File: src/rtl/time_set_ctrl.sv
// time_set_ctrl: minute prescaler plus hour/minute edit FSM feeding a BCD time counter chain.
module time_set_ctrl #(
  parameter int TICKS_PER_MIN = 60,
  parameter int TIMEOUT_TICKS = 30
) (
  input  logic       clk,
  input  logic       rst_n,
  input  logic       tick,
  input  logic       btn_mode,
  input  logic       btn_inc,
  input  logic [3:0] u_min_cur,
  input  logic [2:0] z_min_cur,
  input  logic [3:0] u_hour_cur,
  input  logic [1:0] z_hour_cur,
  output logic       en,
  output logic       load,
  output logic [3:0] u_min_set,
  output logic [2:0] z_min_set,
  output logic [3:0] u_hour_set,
  output logic [1:0] z_hour_set,
  output logic [1:0] mode,
  output logic       blink
);
  typedef enum logic [1:0] {RUN = 2'd0, SET_HOUR = 2'd1, SET_MIN = 2'd2, COMMIT = 2'd3} state_t;
  state_t state, nextState;
  logic [7:0] prescaler, timeout;
  logic [3:0] uMin, uHour;
  logic [2:0] zMin;
  logic [1:0] zHour;
  logic blinkQ, editing, timedOut, hourOk, minOk, nextEditing;
  assign editing = state == SET_HOUR || state == SET_MIN;
  assign nextEditing = nextState == SET_HOUR || nextState == SET_MIN;
  assign timedOut = editing && tick && !btn_mode && !btn_inc && timeout == 8'(TIMEOUT_TICKS - 1);
  assign hourOk = u_hour_cur <= 4'd9 && (z_hour_cur < 2'd2 || (z_hour_cur == 2'd2 && u_hour_cur <= 4'd3));
  assign minOk = u_min_cur <= 4'd9 && z_min_cur <= 3'd5;
  always_ff @(posedge clk or negedge rst_n)
    if (!rst_n) state <= RUN;
    else state <= nextState;
  always_comb begin
    nextState = state;
    case (state)
      RUN:      nextState = btn_mode ? SET_HOUR : RUN;
      SET_HOUR: nextState = btn_mode ? SET_MIN : timedOut ? RUN : SET_HOUR;
      SET_MIN:  nextState = btn_mode ? COMMIT : timedOut ? RUN : SET_MIN;
      default:  nextState = RUN;
    endcase
  end
  // en is combinational so the strobe lands in the same cycle as the qualifying tick
  always_comb begin
    en = rst_n && state == RUN && tick && !btn_mode && prescaler == 8'(TICKS_PER_MIN - 1);
    load = state == COMMIT;
    mode = state;
    blink = blinkQ;
    u_min_set = uMin;
    z_min_set = zMin;
    u_hour_set = uHour;
    z_hour_set = zHour;
  end
  always_ff @(posedge clk or negedge rst_n)
    if (!rst_n) begin
      prescaler <= 8'd0;
      timeout <= 8'd0;
      blinkQ <= 1'b0;
      uMin <= 4'd0;
      zMin <= 3'd0;
      uHour <= 4'd0;
      zHour <= 2'd0;
    end else begin
      blinkQ <= nextEditing ? blinkQ ^ (editing && tick) : 1'b0;
      if (state == COMMIT || en) prescaler <= 8'd0;
      else if (state == RUN && tick && !btn_mode) prescaler <= prescaler + 8'd1;
      if (!editing || btn_mode || btn_inc || timedOut) timeout <= 8'd0;
      else if (tick) timeout <= timeout + 8'd1;
      if (state == RUN && btn_mode) begin
        uHour <= hourOk ? u_hour_cur : 4'd0;
        zHour <= hourOk ? z_hour_cur : 2'd0;
        uMin <= minOk ? u_min_cur : 4'd0;
        zMin <= minOk ? z_min_cur : 3'd0;
      end else if (state == SET_HOUR && btn_inc && !btn_mode) begin
        if (zHour == 2'd2 && uHour == 4'd3) begin
          zHour <= 2'd0;
          uHour <= 4'd0;
        end else if (uHour == 4'd9) begin
          zHour <= zHour + 2'd1;
          uHour <= 4'd0;
        end else uHour <= uHour + 4'd1;
      end else if (state == SET_MIN && btn_inc && !btn_mode) begin
        if (uMin == 4'd9) begin
          uMin <= 4'd0;
          zMin <= zMin == 3'd5 ? 3'd0 : zMin + 3'd1;
        end else uMin <= uMin + 4'd1;
      end
    end
endmodule

File: config.mk
export PLATFORM = sky130hd
export DESIGN_NAME = time_set_ctrl
export DESIGN_NICKNAME = d
export VERILOG_FILES = /design/src/rtl/time_set_ctrl.sv
export SDC_FILE = /design/constraint.sdc
export NUM_CORES = 1
export LEC_CHECK = 0
export CAP_MARGIN = 30
export CORE_MARGIN = 5
export CORE_UTILIZATION = 55
export CTS_CLUSTER_SIZE = 12
export DETAILED_ROUTE_END_ITERATION = 6
export GPL_TIMING_DRIVEN = 0
export PLACE_DENSITY = 0.85
export SETUP_SLACK_MARGIN = 0.02
export SYNTH_ARGS = -nofsm -noshare
export SYNTH_HDL_FRONTEND = slang
export SYNTH_SLANG_ARGS = --single-unit
File: constraint.sdc
create_clock -name clk -period 2.5 [get_ports clk]
set_input_delay 0.625 -clock clk [delete_from_list [all_inputs] [get_ports clk]]
set_output_delay 0.625 -clock clk [all_outputs]
set_load 0.02 [all_outputs]
**Yosys cells after proc, flatten, opt, wreduce, memory -nomap -nowiden**

Cells that the tools add are included.

- Bits in registers: 32
- Bits of input ports: 18
- Output and inout port bits: 18
- Word-level logic and storage cells: 105

- $add $sub $neg: 6
- Magnitude comparators: 5
- Equal/unequal tests: 14
- Muxes and demuxes: 32
- Bitwise operators: 1
- Reduce and logical (&&, ||, !) cells: 39

Operators by type and width:

| kind | count |
|---|---|
| two-way mux 4 bit | 10 |
| two-way mux 8 bit | 4 |
| logical AND 1 bit | 19 |
| two-way mux 3 bit | 6 |
| adder 8 x 1 -> 8 bit (second input constant) | 2 |
| two-way mux 2 bit | 8 |
| equality test 2 bit (second input constant) | 5 |
| nonzero test 2 bit | 5 |
| adder 4 x 1 -> 4 bit (second input constant) | 2 |
| equality test 4 bit (second input constant) | 2 |
| equality test 8 x 5 -> 1 bit (second input constant) | 1 |
| equality test 8 x 6 -> 1 bit (second input constant) | 1 |
| <= comparator 4 bit (second input constant) | 2 |
| logical OR 1 bit | 7 |
| case mux 2 bit (3 select lines) | 1 |
| equality test 2 x 1 -> 1 bit (second input constant) | 2 |
| equality test 4 x 2 -> 1 bit (second input constant) | 1 |
| <= comparator 4 x 2 -> 1 bit (second input constant) | 1 |
| AND reduction 2 bit | 2 |
| adder 3 x 1 -> 3 bit (second input constant) | 1 |
| equality test 3 bit (second input constant) | 1 |
| <= comparator 3 bit (second input constant) | 1 |
| logical NOT 1 bit | 3 |
| two-way mux 1 bit | 3 |
| 7 further kinds | 7 |

**Depth between registers and ports, before layout**

Gate-level depths: netlist of the first run.

- Word-level depth: 12
- Gate-level depth with buffers: 8
- Mapped depth without buffers: 6

**Worst setup path before layout of the first run**

No wires, ideal clock.

- Kind: input -> output
- Start point: input port tick
- End point: output port en
- Arrival: 1.334 ns
- Required time: 1.875 ns
- Path slack: 0.541 ns
- Stages: 3
- Buffers on the path: 1
- Cell sequence: buf_2 and4b_1 and3_1

- Cells in the longest elaborated chain, start to end: 3

RTL lines:

| what | RTL line | source |
|---|---|---|
| from (decl) | 8 | `input logic tick,` |
| logical AND 1 bit (3 in a row) | 50 | `en = rst_n && state == RUN && tick && !btn_mode && prescaler == 8'(TICKS_PER_MIN - 1);` |
| to (decl) | 15 | `output logic en,` |

No other way between the ends.

**Final worst setup path of the first run**

- Start point: input port btn_mode
- End point: output port en

- Cells in the longest elaborated chain, start to end: 3

RTL lines:

| what | RTL line | source |
|---|---|---|
| from (decl) | 9 | `input logic btn_mode,` |
| logical NOT 1 bit | 50 |  |
| logical AND 1 bit (2 in a row) | 50 |  |

No other way between the ends.

==> metrics.md, run 1 <==
| Metric | Value |
|---|---|
| Outcome | `complete, no violations` |
| Multi-input logic area | `1090 um2` |
| CP Capture Type | `output pin` |
| Initial antenna violation count | `0` |
| Pre-antenna DRT Iters | `4` |
| Initial core utilization | `0.577` |
| Max Root-Sink Buffers | `2` |
| Commonest cells in the netlist | `32 x dfrtp_1, 27 x nor2_1, 14 x a21oi_1, 13 x nand2_1` |
| Area leader, netlist | `dfrtp_1` |
| Layout fillers | `245` |
| Final Hold Viols | `0` |
| Yosys reg bits | `32` |
| Final setup viols | `0` |
| 1st-iter DRT viols | `146` |
| Gpl congestion | `0.883` |
| WL/cell | `14.3 um` |
| CP arrival | `1840 ps` |
| Post-synth net total | `242` |
| Via Count | `1758` |
| Clk_lat worst skew | `360 ps` |
| Fmax | `0.406 GHz` |
| CTS Root Cell | `clkbuf_4` |
| Vias per cell | `5.75` |
| Setup Skew | `13.4 ps` |
| Worst-Margin Slew | `502 ps` |
| Boundary pin count | `36` |
| DP Wirelength | `3180 um` |
| Syn_area_per_cell | `9.10 um2` |
| Top post-synthesis cells by area | `dfrtp_1 41%, ha_1 5.8%, nor2_1 5.2%, xnor2_1 4.0%, a21oi_1 3.6%` |
| Die ar. | `4850 um2` |
| Post-synth top area share | `0.409` |
| Worst min-delay path class | `input pin to async pin` |
| CTS sink cnt | `32` |
| N_diodes | `0` |
| First-pass GRT wire length | `7420 um` |
| Core Box Area | `3390 um2` |
| Clock transition at path regs | `110 ps` |
| Final Slew Violations | `0` |
| DRC | `0` |
| Layout cells sized above 1 | `0.0885` |
| Crit path time final | `2460 ps` |
| Synth warn | `0` |
| Worst hold slack | `181 ps` |
| Number of port buffers | `34` |
| Number of CTS-inserted buffers | `5` |
| Nets | `286` |
| Slew margin rel. | `0.661` |
| Setup TNS | `0 ps` |
| Total of max-cap violations | `0` |
| H-tree levels | `2` |
| Yosys cell types | `45` |
| Most common cell in the synthesized netlist | `dfrtp_1` |
| Largest net degree at the start of global routing | `34` |
| Global route total overflow | `0` |
| Synthesized instance count | `215` |
| Overall die width | `69.7 um` |
| Vias in the first global route | `1687` |
| CTS tree | `done` |
| Critical path class | `input pin to output pin` |
| Leak pwr | `1.06 nW` |
| Post-route ant nets | `0` |
| DRT Wirelength | `4390 um` |
| Flip-flop and latch area | `801 um2` |
| CP Launch Type | `input pin` |
| Worst vdd ir | `561 uV` |
| Gr usage total | `0.189` |
| Die Height | `69.7 um` |
| Post-Syn Area | `1960 um2` |
| Number of synthesized flops with an enable pin | `0` |
| Sequential share of the synthesized area | `0.409` |
| Hold buffer count at CTS | `0` |
| Num rows | `21` |
| Final period util | `0.985` |
| Asr flop ratio synth | `1.00` |
| Unrepaired setup endpoints after global routing | `no` |
| Post-synth top flop | `dfrtp_1` |
| Critical Path Fanout Max | `4` |
| CP required | `1880 ps` |
| Power Density | `1020 nW/um2` |
| Area grow syn2layout | `27.0%` |
[placed cells by master (no fill, tap or decap), types with 2 or more instances in the layout]
master	Yosys	final
nand3b_1	2	2
xnor2_1	9	9
a41oi_1	3	3
nand2_1	13	13
nor3_1	4	4
a211oi_1	2	2
nor3b_1	4	4
a22oi_1	4	4
buf_4	0	4
xor2_1	8	8
ha_1	9	8
buf_2	3	3
o22ai_1	3	3
dfrtp_1	32	32
nand4_1	4	4
buf_6	2	2
nor4b_1	3	3
nor2_1	27	27
nand3_1	8	8
clkbuf_8	0	2
clkbuf_4	0	5
and2_1	2	2
nor4_1	2	2
o2bb2ai_1	3	3
clkdlybuf4s50_1	0	32
a21o_1	3	3
clkbuf_1	2	2
nor2b_1	6	6
a21oi_1	14	14
nand4b_1	3	3
o21ai_0	10	10
inv_1	10	10
and3_1	4	4
[through the flow]
step            util  setup WS (ps)  area [um2]  cells  power [W]
4_1_cts        0.726           51.6        2460    304    0.00249
5_1_grt        0.733           11.5        2480    306    0.00272
6_report       0.733           38.7        2480    306    0.00253
3_3_place_gp   0.695          -1380        2350    295    0.00198
2_1_floorplan      -            541        1960    215    0.00157
3_5_place_dp   0.693           -433        2350    295    0.00201
[worst paths after layout]
kind / startpoint / to / slack, ps / depth (start not counted)
worst min-delay path: rst_n / blink / 180 / 1
min in group clk: z_min_set[2] / z_min_set[2] / 550 / 1
worst max register to register: mode[0] / z_min_set[2] / 330 / 9
worst min register to register: z_min_set[2] / z_min_set[2] / 550 / 1
max in group asynchronous: rst_n / timeout[6] / 2020 / 1
worst max-delay path: btn_mode / en / 40 / 4
[worst max-delay path, stage by stage]
cell and delay [ps]:
clkdlybuf4s50_1 440, and4b_2 340, and3_1 170, clkdlybuf4s15_2 260
[state kept, by name, indices dropped and copies added, names as in the netlist]
register and cells:
mode 2, u_min_set 4, prescaler 8, z_hour_set 2
timeout 8, blink 1, z_min_set 3, u_hour_set 4
[layer usage]
metal | vias up | track usage | wire, um
met2 | 43 | 0.329 | 2190
met4 | 0 | 0.104 | 111
met1 | 849 | 0.211 | 1870
met5 | - | 0 | 0
met3 | 10 | 0.0449 | 215
li1 | 856 | - | -
[cell type report]
cell class	count	share of cell area
Buffer	7	0.0181
Tap cell	46	0.0232
Multi-Input combinational cell	166	0.438
Timing Repair Buffer	37	0.146
Clock buffer	7	0.0262
Clock inverter	1	0.0121
Sequential cell	32	0.322
Inverter	10	0.0151
[where the power goes]
part,total [W],switching (W),internal (W)
logic,0.00124,0.000651,0.000593
registers,0.000818,0.000169,0.000650
clock network,0.000464,0.000199,0.000265
[cell families (layout without fill, tap and decap cells)]
kind of cell,Yosys count,after routing,synth area share
AOI/OAI and AO/OA,50,50,0.166
xor gates and xnor gates,17,17,0.0761
adders and majority gates,9,9,0.0575
buffers and inverters,17,62,0.0422
DFF,32,32,0.409
muxes,2,2,0.0109
and+or+nand+nor,88,88,0.239
[timing repair]
action | in CTS | in global routing
pin swaps | 0 | 1
setup buffers | 1 | 2
resized for setup | 6 | 1
endpoints found under the setup margin | 1 | 1
cloned | 0 | 0
Note: power is estimated with default switching activity, not from simulation.
==> run 2: changes to the inputs <==
PLACE_DENSITY = 0.87   (was 0.85)
==> metrics.md, run 2 (synthesis gave the netlist of run 1 again) <==
| Metric | Value |
|---|---|
| Outcome | `complete, no violations` |
| R2R cell count | `5 (-4)` |
| Final Hold Viols | `0 (unchanged)` |
| Fmax | `0.425 GHz (+4.7%)` |
| Critical path class | `input pin to output pin` |
| Leak pwr | `1.03 nW (-2.7%)` |
| CP arrival | `1730 ps (-110 ps)` |
| Worst R2R Setup Slack | `610 ps (+280 ps)` |
| H-tree levels | `2 (unchanged)` |
| Initial antenna violation count | `0 (unchanged)` |
| First-pass GRT wire length | `7250 um (-2.3%)` |
| Hold buffer count at CTS | `0 (unchanged)` |
| N_diodes | `0 (unchanged)` |
| Leading cell types in the layout, fill and taps excluded | `32 x dfrtp_1, 32 x clkdlybuf4s50_1, 27 x nor2_1` |
| CP Launch Type | `input pin` |
| Overall die width | `69.7 um (unchanged)` |
| Pre-CTS setup slack | `-439 ps (-6.75 ps)` |
| Nets | `284 (-0.70%)` |
| Gr usage total | `0.184 (-0.00553)` |
| Global route total overflow | `0 (unchanged)` |
| Vias per cell | `5.73 (-0.26%)` |
| Worst min-delay path class | `input pin to async pin` |
| Reg2Reg Capture Point | `z_hour_set[1]` |
| Post-route ant nets | `0 (unchanged)` |
| Setup Skew | `15.2 ps (+1.75 ps)` |
| CTS sink cnt | `32 (unchanged)` |
| Num rows | `21 (unchanged)` |
| Initial core utilization | `0.577 (unchanged)` |
| DP Area | `2350 um2 (unchanged)` |
| Utilization after layout | `0.713 (-0.0199)` |
| DP Wirelength | `3160 um (-0.45%)` |
| Boundary pin count | `36 (unchanged)` |
| CP Capture Type | `output pin` |
| DRT Wirelength | `4350 um (-0.87%)` |
| Worst vdd ir | `525 uV (-6.4%)` |
| DRC | `0 (unchanged)` |
| Final period util | `0.941 (-0.0439)` |
| Unrepaired setup endpoints after global routing | `no` |
| CTS Root Cell | `clkbuf_4` |
| Max Root-Sink Buffers | `2 (unchanged)` |
| Pre-antenna DRT Iters | `4 (unchanged)` |
| Power Density | `967 nW/um2 (-4.9%)` |
| Critical Path Fanout Max | `4 (unchanged)` |
| Largest net degree at the start of global routing | `34 (unchanged)` |
| Number of port buffers | `34 (unchanged)` |
| 1st-iter DRT viols | `127 (-13%)` |
| Vias in the first global route | `1694 (+0.41%)` |
| PnR worst setup slack | `148 ps (+110 ps)` |
| CTS tree | `done` |
| Die Height | `69.7 um (unchanged)` |
| Slew margin rel. | `0.692 (+0.0314)` |
| Total of max-cap violations | `0 (unchanged)` |
| Final Slew Violations | `0 (unchanged)` |
| Largest registers | `prescaler x8, timeout x8` |
| Clk_lat worst skew | `340 ps (-20 ps)` |
| Via Count | `1742 (-0.91%)` |
| Setup TNS | `0 ps (unchanged)` |
| Crit path time final | `2350 ps (-110 ps)` |
| WL/cell | `14.3 um (-0.21%)` |
| Area grow syn2layout | `23.5%` |
| Final setup viols | `0 (unchanged)` |
| Gpl congestion | `0.838 (-5.2%)` |
| Number of CTS-inserted buffers | `5 (unchanged)` |
| Reg-to-reg startpoint | `u_hour_set[0]` |
| Core Box Area | `3390 um2 (unchanged)` |
| Worst-Margin Slew | `461 ps (-41.5 ps)` |
| CP required | `1880 ps (about the same)` |
| Clock transition at path regs | `110 ps (about the same)` |
| Post-route cell area | `2420 um2 (-2.7%)` |
| Die ar. | `4850 um2 (unchanged)` |
| Worst hold slack | `204 ps (+22.5 ps)` |
| Layout cells sized above 1 | `0.0736 (-0.0148)` |
## run 2: changes by cell type in the layout (fill, tap and decap cells not counted), sizes merged
| cell | change |
|---|---|
| buf | -1 |
| bufinv | -1 |
| clkbuf | +1 |
| clkdlybuf4s15 | -1 |
## run 2: final cells by class
type | count | area (um2)
multi-input combinational | 166 | 1080
fill | 265 | 972
buffer | 7 | 45.0
tap | 46 | 57.6
clock buffer | 8 | 58.8
inverter | 10 | 37.5
timing repair buffer | 35 | 340
sequential | 32 | 801
## run 2: worst max path at each step
stage / cells after the start / end / from
3_3_place_gp: 4 / en / rst_n
6_report: 4 / en / btn_mode
2_1_floorplan: 3 / en / tick
4_1_cts: 4 / en / btn_mode
3_5_place_dp: 4 / en / rst_n
5_1_grt: 2 / load / mode[0]
## run 2: power breakdown
group	internal (W)	switching [W]	leakage, nW
Combinational	0.000563	0.000640	0.578
Sequential	0.000650	0.000166	0.420
Clock	0.000139	0.000179	0.0326
## run 2: per-layer routing
layer / routed length, um / vias up / global-route usage
met5: 0 / - / 0
met3: 161 / 12 / 0.0348
met1: 1910 / 828 / 0.214
met4: 118 / 0 / 0.102
li1: - / 860 / -
met2: 2160 / 42 / 0.316
## run 2: critical path, stage by stage
cell and delay [ps]:
clkdlybuf4s50_1 430, and4b_2 340, and3_1 160, buf_2 160
## run 2: through the flow
step | total power [W] | std cells
floorplan | 0.00157 | 215
global placement | 0.00197 | 295
detailed placement | 0.00200 | 295
CTS | 0.00233 | 303
global route | 0.00252 | 304
finish | 0.00234 | 304
## run 2: repair_timing
| action | CTS | global route |
|---|---|---|
| buffers inserted | 0 | 1 |
| gates resized for setup | 6 | 1 |
| setup endpoints to repair | 1 | 1 |
